**src/rtl/ifetch_queue_if.sv**
```systemverilog
// Instruction-memory read port: one request outstanding, completed by mem_ack.
// master = fetch unit, slave = instruction memory.
interface ifetch_queue_if;
    logic        mem_req;
    logic [15:0] mem_addr;
    logic        mem_ack;
    logic [15:0] mem_rdata;

    modport master (output mem_req, output mem_addr, input mem_ack, input mem_rdata);
    modport slave  (input mem_req, input mem_addr, output mem_ack, output mem_rdata);
endinterface

```
**src/rtl/ifetch_queue.sv**
```systemverilog
// Instruction fetch with prefetch queue: owns the fetch PC, issues req/ack reads and
// presents the head word with register-select fields. Optional IFETCH_ALIGN_CHK_EN adds fetch_fault.
module ifetch_queue #(
    parameter int          DEPTH    = 2,
    parameter logic [15:0] RESET_PC = 16'h0000
) (
    input  logic                 clk,
    input  logic                 rst,
    input  logic                 en,
    ifetch_queue_if.master       mem,
    input  logic                 redirect,
    input  logic [15:0]          redirect_addr,
    output logic                 ir_valid,
    input  logic                 ir_ready,
    output logic [15:0]          ir_data,
    output logic [15:0]          ir_pc,
    output logic [3:0]           opcode,
    output logic [2:0]           rd_sel,
    output logic [2:0]           rs0_sel,
    output logic [2:0]           rs1_sel,
    output logic [15:0]          fetch_pc
`ifdef IFETCH_ALIGN_CHK_EN
    ,
    output logic                 fetch_fault
`endif
);

    localparam int AW = (DEPTH > 1) ? $clog2(DEPTH) : 1;
    localparam int CW = AW + 1;

    typedef enum logic [1:0] {IDLE, REQ, DRAIN, HALT} state_t;

    state_t          state;
    logic [15:0]     q_data [DEPTH];
    logic [15:0]     q_pc   [DEPTH];
    logic [AW-1:0]   wr_ptr, rd_ptr;
    logic [CW-1:0]   count, count_next;
    logic            push, pop, has_head, has_room, fault_redirect;
    logic [15:0]     redir_pc, drain_pc;

    function automatic logic [15:0] pc_inc(input logic [15:0] a);
        return a + 16'd2;
    endfunction

    assign redir_pc   = redirect_addr & ~16'h0001;
    assign drain_pc   = redirect ? redir_pc : fetch_pc;
    assign has_head   = (count != '0);
    assign ir_valid   = has_head & en;
    // A redirect flushes the queue, so a coincident pop must not move rd_ptr.
    assign pop        = ir_valid & ir_ready & ~redirect;
    assign push       = (state == REQ) & mem.mem_ack & ~redirect;
    assign count_next = count + CW'(push) - CW'(pop);
    assign has_room   = (count_next < CW'(DEPTH));

`ifdef IFETCH_ALIGN_CHK_EN
    assign fault_redirect = redirect & redirect_addr[0] & (state != HALT);
`else
    assign fault_redirect = 1'b0;
`endif

    always_ff @(posedge clk) begin
        if (!rst) begin
            state        <= IDLE;
            fetch_pc     <= RESET_PC;
            mem.mem_req  <= 1'b0;
            mem.mem_addr <= RESET_PC;
            count        <= '0;
            wr_ptr       <= '0;
            rd_ptr       <= '0;
`ifdef IFETCH_ALIGN_CHK_EN
            fetch_fault  <= 1'b0;
`endif
        end else begin
            count <= count_next;
            if (push) wr_ptr <= wr_ptr + 1'b1;
            if (pop)  rd_ptr <= rd_ptr + 1'b1;
            if (redirect) begin
                count  <= '0;
                wr_ptr <= '0;
                rd_ptr <= '0;
            end

            if (fault_redirect) begin
                // Any request in flight must still complete before the port goes quiet.
                state       <= HALT;
                mem.mem_req <= mem.mem_req & ~mem.mem_ack;
`ifdef IFETCH_ALIGN_CHK_EN
                fetch_fault <= 1'b1;
`endif
            end else begin
                case (state)
                    IDLE: begin
                        if (redirect) begin
                            fetch_pc <= redir_pc;
                            if (en) begin
                                state        <= REQ;
                                mem.mem_req  <= 1'b1;
                                mem.mem_addr <= redir_pc;
                            end
                        end else if (en && (count < CW'(DEPTH))) begin
                            state        <= REQ;
                            mem.mem_req  <= 1'b1;
                            mem.mem_addr <= fetch_pc;
                        end
                    end
                    REQ: begin
                        if (redirect) begin
                            fetch_pc <= redir_pc;
                            if (!mem.mem_ack) begin
                                state <= DRAIN;
                            end else if (en) begin
                                mem.mem_addr <= redir_pc;
                            end else begin
                                state       <= IDLE;
                                mem.mem_req <= 1'b0;
                            end
                        end else if (mem.mem_ack) begin
                            fetch_pc <= pc_inc(fetch_pc);
                            if (en && has_room) begin
                                mem.mem_addr <= pc_inc(fetch_pc);
                            end else begin
                                state       <= IDLE;
                                mem.mem_req <= 1'b0;
                            end
                        end
                    end
                    DRAIN: begin
                        if (redirect) fetch_pc <= redir_pc;
                        if (mem.mem_ack) begin
                            if (en) begin
                                state        <= REQ;
                                mem.mem_addr <= drain_pc;
                            end else begin
                                state       <= IDLE;
                                mem.mem_req <= 1'b0;
                            end
                        end
                    end
                    HALT: begin
                        if (mem.mem_ack) mem.mem_req <= 1'b0;
                    end
                endcase
            end
        end
    end

    always_ff @(posedge clk) begin
        if (push) begin
            q_data[wr_ptr] <= mem.mem_rdata;
            q_pc[wr_ptr]   <= fetch_pc;
        end
    end

    assign ir_data = has_head ? q_data[rd_ptr] : 16'h0000;
    assign ir_pc   = has_head ? q_pc[rd_ptr]   : 16'h0000;
    assign opcode  = ir_data[15:12];
    assign rd_sel  = ir_data[11:9];
    assign rs0_sel = ir_data[8:6];
    assign rs1_sel = ir_data[5:3];

endmodule

```
**src/flat_wrapper.sv**
```systemverilog
// flat-port wrapper written by rule: the top's interface ports become plain ports
module ifetch_queue_flat 
#(
    parameter int          DEPTH    = 2,
    parameter logic [15:0] RESET_PC = 16'h0000
)
  (clk, rst, en, redirect, redirect_addr, ir_valid, ir_ready, ir_data, ir_pc, opcode, rd_sel, rs0_sel, rs1_sel, fetch_pc, mem_mem_req, mem_mem_addr, mem_mem_ack, mem_mem_rdata);
  ifetch_queue_if mem_i ();
  input  logic clk;
  input  logic rst;
  input  logic en;
  input  logic redirect;
  input  logic [15:0] redirect_addr;
  output logic ir_valid;
  input  logic ir_ready;
  output logic [15:0] ir_data;
  output logic [15:0] ir_pc;
  output logic [3:0] opcode;
  output logic [2:0] rd_sel;
  output logic [2:0] rs0_sel;
  output logic [2:0] rs1_sel;
  output logic [15:0] fetch_pc;
  output wire logic [$bits(mem_i.mem_req)-1:0] mem_mem_req;
  output wire logic [$bits(mem_i.mem_addr)-1:0] mem_mem_addr;
  input wire logic [$bits(mem_i.mem_ack)-1:0] mem_mem_ack;
  input wire logic [$bits(mem_i.mem_rdata)-1:0] mem_mem_rdata;
  assign mem_mem_req = mem_i.mem_req;
  assign mem_mem_addr = mem_i.mem_addr;
  assign mem_i.mem_ack = mem_mem_ack;
  assign mem_i.mem_rdata = mem_mem_rdata;
  ifetch_queue #(.DEPTH(DEPTH), .RESET_PC(RESET_PC)) u_core (.clk(clk), .rst(rst), .en(en), .mem(mem_i), .redirect(redirect), .redirect_addr(redirect_addr), .ir_valid(ir_valid), .ir_ready(ir_ready), .ir_data(ir_data), .ir_pc(ir_pc), .opcode(opcode), .rd_sel(rd_sel), .rs0_sel(rs0_sel), .rs1_sel(rs1_sel), .fetch_pc(fetch_pc));
endmodule
```
**config.mk**
```make
export PLATFORM = sky130hd
export DESIGN_NAME = ifetch_queue_flat
export DESIGN_NICKNAME = d
export VERILOG_FILES = /design/src/rtl/ifetch_queue_if.sv /design/src/rtl/ifetch_queue.sv /design/src/flat_wrapper.sv
export SDC_FILE = /design/constraint.sdc
export NUM_CORES = 1
export LEC_CHECK = 0
export ABC_CLOCK_PERIOD_IN_PS = 3300
export CAP_MARGIN = 20
export CORE_ASPECT_RATIO = 2
export CORE_MARGIN = 5
export CORE_UTILIZATION = 66
export CTS_BUF_LIST = sky130_fd_sc_hd__clkbuf_8
export DETAILED_ROUTE_END_ITERATION = 7
export DONT_BUFFER_PORTS = 1
export GPL_TIMING_DRIVEN = 1
export PLACE_DENSITY = 0.91
export SLEW_MARGIN = 10
export SYNTH_ARGS = -nofsm -noshare
export SYNTH_HDL_FRONTEND = slang
export SYNTH_SLANG_ARGS = --single-unit
```
**constraint.sdc**
```tcl
create_clock -name clk -period 3.3 [get_ports clk]
set_input_delay 0.66 -clock clk [delete_from_list [all_inputs] [get_ports clk]]
set_output_delay 0.66 -clock clk [all_outputs]
set_load 0.1 [all_outputs]
```
==> results of run 1 <==
[critical path, cell delays in order, from the launching register on]
cell	delay, ns
dfxtp_2	0.82
buf_4	0.32
mux2i_1	0.31
nor2_2	0.06
buf_4	0.26
[flip-flops by register name (all words and copies together), names as in the netlist, named ones only]
register / count
u_core.count: 2
u_core.fetch_pc: 16
u_core.mem.mem_addr: 16
u_core.mem.mem_req: 1
u_core.q_data: 32
u_core.q_pc: 32
u_core.rd_ptr: 1
u_core.state: 2
u_core.wr_ptr: 1
[cells in the final DEF (no fill, tap or decap), drive strengths merged, types with 3 or more instances in the layout]
| cell | n |
|---|---|
| o211a | 3 |
| o211ai | 3 |
| nand2b | 3 |
| and3 | 6 |
| clkbuf | 9 |
| o22ai | 3 |
| edfxtp | 64 |
| dfxtp | 40 |
| nor2 | 79 |
| nand4 | 8 |
| or3 | 3 |
| mux2i | 41 |
| a22o | 6 |
| a22oi | 7 |
| a211oi | 7 |
| nand2 | 28 |
| nor2b | 8 |
| nor3 | 11 |
| nand3 | 11 |
| nor4 | 4 |
| mux2 | 11 |
| xnor2 | 6 |
| xor2 | 9 |
| a311oi | 6 |
| clkinvlp | 3 |
| o21ai | 21 |
| inv | 19 |
| a221oi | 5 |
| a21oi | 30 |
| ha | 8 |
| buf | 58 |
[layer usage]
metal	up-vias	global-route usage (%)	share of wire [%]
met1	2041	29.40	34
met3	67	5.771	8.6
met5	-	0	0
met2	252	47.08	53
met4	0	17.94	4.4
li1	1946	-	-
[cell type report]
cell class	count	area [um2]	area share (%)
sequential	104	2724	45.08
multi-input combinational	355	2522	41.75
clock buffer	9	123.9	2.050
inverter	15	56.30	0.9319
clock inverter	7	60.06	0.9940
tap	96	120.1	1.988
timing repair buffer	58	435.4	7.206
[stage by stage]
step / hold slack (ns) / utilization [%] / power (W)
2_1_floorplan: 0.4725 / - / 0.002799
3_3_place_gp: 0.4860 / 73.76 / 0.002974
3_5_place_dp: 0.5047 / 73.76 / 0.003012
4_1_cts: 0.3632 / 76.07 / 0.003747
5_1_grt: 0.3640 / 76.07 / 0.003878
6_report: 0.3794 / 76.07 / 0.003746
[worst max path at each step]
stage,endpoint,cells past startpoint
5_1_grt,ir_pc[10],4
6_report,ir_pc[10],4
3_3_place_gp,u_core.mem.mem_addr[15],13
3_5_place_dp,u_core.mem.mem_addr[14],13
4_1_cts,ir_pc[10],4
2_1_floorplan,u_core.mem.mem_addr[12],15
[report_power, final]
group	total (W)	switching [W]	internal, W
Sequential	0.00193	0.000437	0.00150
Clock	0.000745	0.000458	0.000287
Combinational	0.00107	0.000769	0.000298
[cell families (layout without fill, tap and decap cells)]
logic type	after synthesis	in the layout	synth area share, %
xor+xnor	16	16	2.862
fa+ha+maj	8	8	1.861
buf+inv	62	89	5.630
mux	52	52	9.935
simple gates	167	167	14.82
flops	104	104	50.63
compound gates	112	112	14.26
==> results_dict.tcl, run 1 <==
set metrics [dict create \
    status "complete, no violations" \
    worstSetupPathType "flip-flop to primary output" \
    pwr_density_cell_nw_per_um2 620.0 \
    die_x_um 73.83 \
    cp_max_fo 25 \
    grt_usage_pct 27.41 \
    drv_slew 0 \
    max_cap_viol_count 0 \
    pre_cts_slack_ns 0.4826 \
    drtAntennaViolNets 0 \
    max_slew.worst_pin.slew_ns 1.158 \
    antenna_found_initial 0 \
    drtIter0Drc 345 \
    drt_wl_total_um 13580 \
    ys_types 59 \
    stdcell_area_um2 6042 \
    nFillCells 529 \
    core_area_um2 7943 \
    hold_path_depth 0 \
    hold_start "mem_mem_rdata[9]" \
    max_slew_margin_pct 22.70 \
    gp_congestion 0.9645 \
    critical_path_arrival_ns 2.16 \
    root_buffer "clkbuf_8" \
    ys.flop_type "edfxtp_1" \
    area_delta_synth_final_pct 12.35 \
    dieArea_um2 10160 \
    htreeDepth 3 \
    diodes 0 \
    cts_hold_buffers 0 \
    r2r_setup_slack_ns 0.60 \
    synth_edf_count 64 \
    synth_cells 521 \
    std_cell_rows 46 \
    yosysWarnings 0 \
    cts_resized 0 \
    cts_setup_buffers 0 \
    final_cells 644 \
    rr_endpoint "u_core.mem.mem_addr[12]" \
    vias 4306 \
    r2r-start "u_core.state[0]" \
    synth_common_cells "nor2_1, edfxtp_1, mux2i_1" \
    leakagePower_nw 2.168 \
    rsz0062_at_grt "no" \
    synth.most_common_cell "nor2_1" \
    tns_ns 0 \
    ys_seq_area_share_pct 50.63 \
    worst_skew_pair.late_latency_ns 0.37 \
    cts_buffers 9 \
    fin_skew_ns 0.007530 \
    ys_ff_latch 104 \
    startpoint_type "flip-flop" \
    rr_worst_depth 7 \
    setup_viol 0 \
    nets 589 \
    min_period_over_period_pct 85.47 \
    die_h_um 137.7 \
    clk_pin_slew_ns 0.10 \
    synth.area.top_cells "edfxtp_1, dfxtp_1, mux2i_1" \
    syn_area_um2 5378 \
    dp_hpwl_um 9877 \
    io_buffers 0 \
    via_per_inst 6.686 \
    cts.sinks 104 \
    endpoint_kind "primary output" \
    drc_errors 0 \
    setup_slack_ns 0.4795 \
    grt_max_degree 42 \
    io_pins 117 \
    dpl_cell_area_um2 5858 \
    cts_tree "built" \
    grt_pass1_wl_um 21320 \
    synth.avg_cell_area_um2 10.32 \
    critPathRequiredTime_ns 2.64 \
    first_pass_iters 7 \
    drive_gt1_share_pct 24.27 \
    fmax_mhz 354.5 \
    postSynthNetCount 567 \
    first_global_vias 4324 \
    hold_violations 0 \
    hold_end "u_core.q_data[1][9]" \
    yosysTopAreaCell "edfxtp_1" \
    yosysTopAreaCellShare_pct 35.74 \
    overflow 0 \
    ir_worst_vdd_mv 0.4407 \
    period_needed_ns 2.821 \
    initial_core_util_pct 67.71 \
    clockBufferDepth 2 \
    wl_per_cell_um 21.08 \
    placed_cells 628 \
    min-delay-path-class "primary input to flip-flop" \
    ys_async_sr_fraction_pct 0 \
]
(Power assumes the default switching activity.)
==> run 2: changes to the inputs <==
--- a/config.mk
+++ b/config.mk
@@ -13,9 +13,10 @@
 export CTS_BUF_LIST = sky130_fd_sc_hd__clkbuf_8
 export DETAILED_ROUTE_END_ITERATION = 7
 export DONT_BUFFER_PORTS = 1
+export GPL_ROUTABILITY_DRIVEN = 0
 export GPL_TIMING_DRIVEN = 1
 export PLACE_DENSITY = 0.91
-export SLEW_MARGIN = 10
+export SLEW_MARGIN = 5
 export SYNTH_ARGS = -nofsm -noshare
 export SYNTH_HDL_FRONTEND = slang
 export SYNTH_SLANG_ARGS = --single-unit
==> run 2 against run 1 <==
Against the previous run:
- count of clock-buffer cells in the layout unchanged
- hold slack gained 0.0073 ns
- fmax up 1.5%
- cell area rose by 0.68%
- critical path depth unchanged
- die area stayed put
- flip-flop and latch count did not move
- sequential power hardly changed
- utilization up 0.52 points
- critical path type unchanged
- highest routed layer unchanged
==> results_dict.tcl, run 2 (synthesized netlist as in run 1, its figures left out) <==
set metrics [dict create \
    layout_common_cells "edfxtp_1, buf_4, nor2_1" \
    drc_errors 0 \
    clkPwrFrac_pct 23.0 \
    r2r_setup_slack_ns 0.56 \
    core_area_um2 7943 \
    worst_path_largest_cell_delay_ns 0.82 \
    hold_end "u_core.q_data[0][5]" \
    cts_tree "built" \
    grt_max_degree 42 \
    period_needed_ns 2.780 \
    htreeDepth 3 \
    worst_skew_pair.late_latency_ns 0.37 \
    via_per_inst 6.622 \
    overflow 0 \
    cts.sinks 104 \
    tns_ns 0 \
    crit_family "flip-flops" \
    min-delay-path-class "primary input to flip-flop" \
    root_buffer "clkbuf_8" \
    switching_power_w 0.001666 \
    cpMaxStageDelayCell "dfxtp_2" \
    p_sw_share_pct 42.68 \
    cts_hold_buffers 0 \
    dieArea_um2 10160 \
    initial_core_util_pct 67.71 \
    nets 588 \
    max_slew_margin_pct 23.01 \
    worstSetupPathType "flip-flop to primary output" \
    drtIter0Drc 352 \
    hold_path_depth 0 \
    critPathRequiredTime_ns 2.64 \
    cp_max_fo 25 \
    fin_skew_ns 0.01625 \
    pwr_density_cell_nw_per_um2 641.7 \
    status "complete, no violations" \
    io_buffers 0 \
    wl_per_cell_um 20.72 \
    grt_pass1_wl_um 21050 \
    crit_top_cell "buf_4" \
    die_h_um 137.7 \
    max_slew.worst_pin.slew_ns 1.153 \
    vias 4258 \
    hold_start "mem_mem_rdata[5]" \
    ir_worst_vdd_mv 0.5961 \
    dp_hpwl_um 9692 \
    critPathBufInv 2 \
    first_global_vias 4340 \
    grt_usage_pct 26.98 \
    endpoint_kind "primary output" \
    pre_cts_slack_ns 0.4478 \
    diodes 0 \
    max_cap_viol_count 0 \
    setup_viol 0 \
    top_regs "u_core.q_data (32), u_core.q_pc (32)" \
    min_period_over_period_pct 84.25 \
    cts_setup_buffers 0 \
    drt_wl_total_um 13320 \
    io_pins 117 \
    cts_resized 0 \
    startpoint_type "flip-flop" \
    critical_path_arrival_ns 2.12 \
    p_seq_share_pct 49.5 \
    drive_gt1_share_pct 24.13 \
    drtAntennaViolNets 0 \
    combPwrFrac_pct 27.5 \
    fmax_mhz 359.7 \
    drv_slew 0 \
    postLayoutCoreUtil_pct 76.59 \
    rsz0062_at_grt "no" \
    area_delta_synth_final_pct 13.12 \
    std_cell_rows 46 \
    clk_pin_slew_ns 0.10 \
    rr_worst_depth 7 \
    cts_buffers 9 \
    first_pass_iters 8 \
    path_cells "buf_4, mux2i_1, nor2_2, buf_4" \
    die_x_um 73.83 \
    clockBufferDepth 2 \
    antenna_found_initial 0 \
    hold_violations 0 \
    internal-power_w 0.002238 \
    rr_endpoint "u_core.mem.mem_addr[12]" \
    setup_slack_ns 0.5199 \
    final_common_cell "edfxtp_1" \
    r2r-start "u_core.state[0]" \
    leakagePower_nw 2.197 \
]
run 2: final cells by class:
type,count,area (um2)
Clock inverter,7,108.9
Timing Repair Buffer,57,427.9
Clock buffer,9,123.9
Tap cell,96,120.1
Inverter,15,56.30
Multi-Input combinational cell,355,2522
Fill cell,501,1859
Sequential cell,104,2724
run 2: worst max-delay path by stage:
stage / endpoint / depth (start not counted)
6_report: ir_pc[14] / 4
5_1_grt: u_core.mem.mem_addr[14] / 13
4_1_cts: ir_pc[14] / 4
3_5_place_dp: u_core.mem.mem_addr[9] / 13
3_3_place_gp: u_core.mem.mem_addr[15] / 13
2_1_floorplan: u_core.mem.mem_addr[12] / 15
run 2: power groups by stage:
stage          clock, W  sequential [W]  combinational [W]
5_1_grt        0.000967         0.00194            0.00114
3_5_place_dp          0         0.00196            0.00106
3_3_place_gp          0         0.00195            0.00101
2_1_floorplan         0         0.00217           0.000628
4_1_cts        0.000913         0.00193            0.00106
6_report       0.000899         0.00193            0.00107
run 2: layer usage:
metal	GRT usage [%]	vias to the layer above	share of wire [%]	wire length [um]
li1	-	1935	-	-
met1	28.75	1970	33	4450
met2	46.15	286	52	6983
met3	6.939	67	9.1	1206
met4	16.73	0	5.1	682
met5	0	-	0	0
run 2: through the flow:
stage          cells  total power [W]  area (um2)  hold WS [ns]
6_report         643         0.003904        6083        0.3867
5_1_grt          643         0.004055        6083        0.3578
4_1_cts          643         0.003902        6083        0.3634
3_5_place_dp     627         0.003014        5851        0.5086
3_3_place_gp     627         0.002963        5851        0.4851
2_1_floorplan    521         0.002799        5423        0.4725
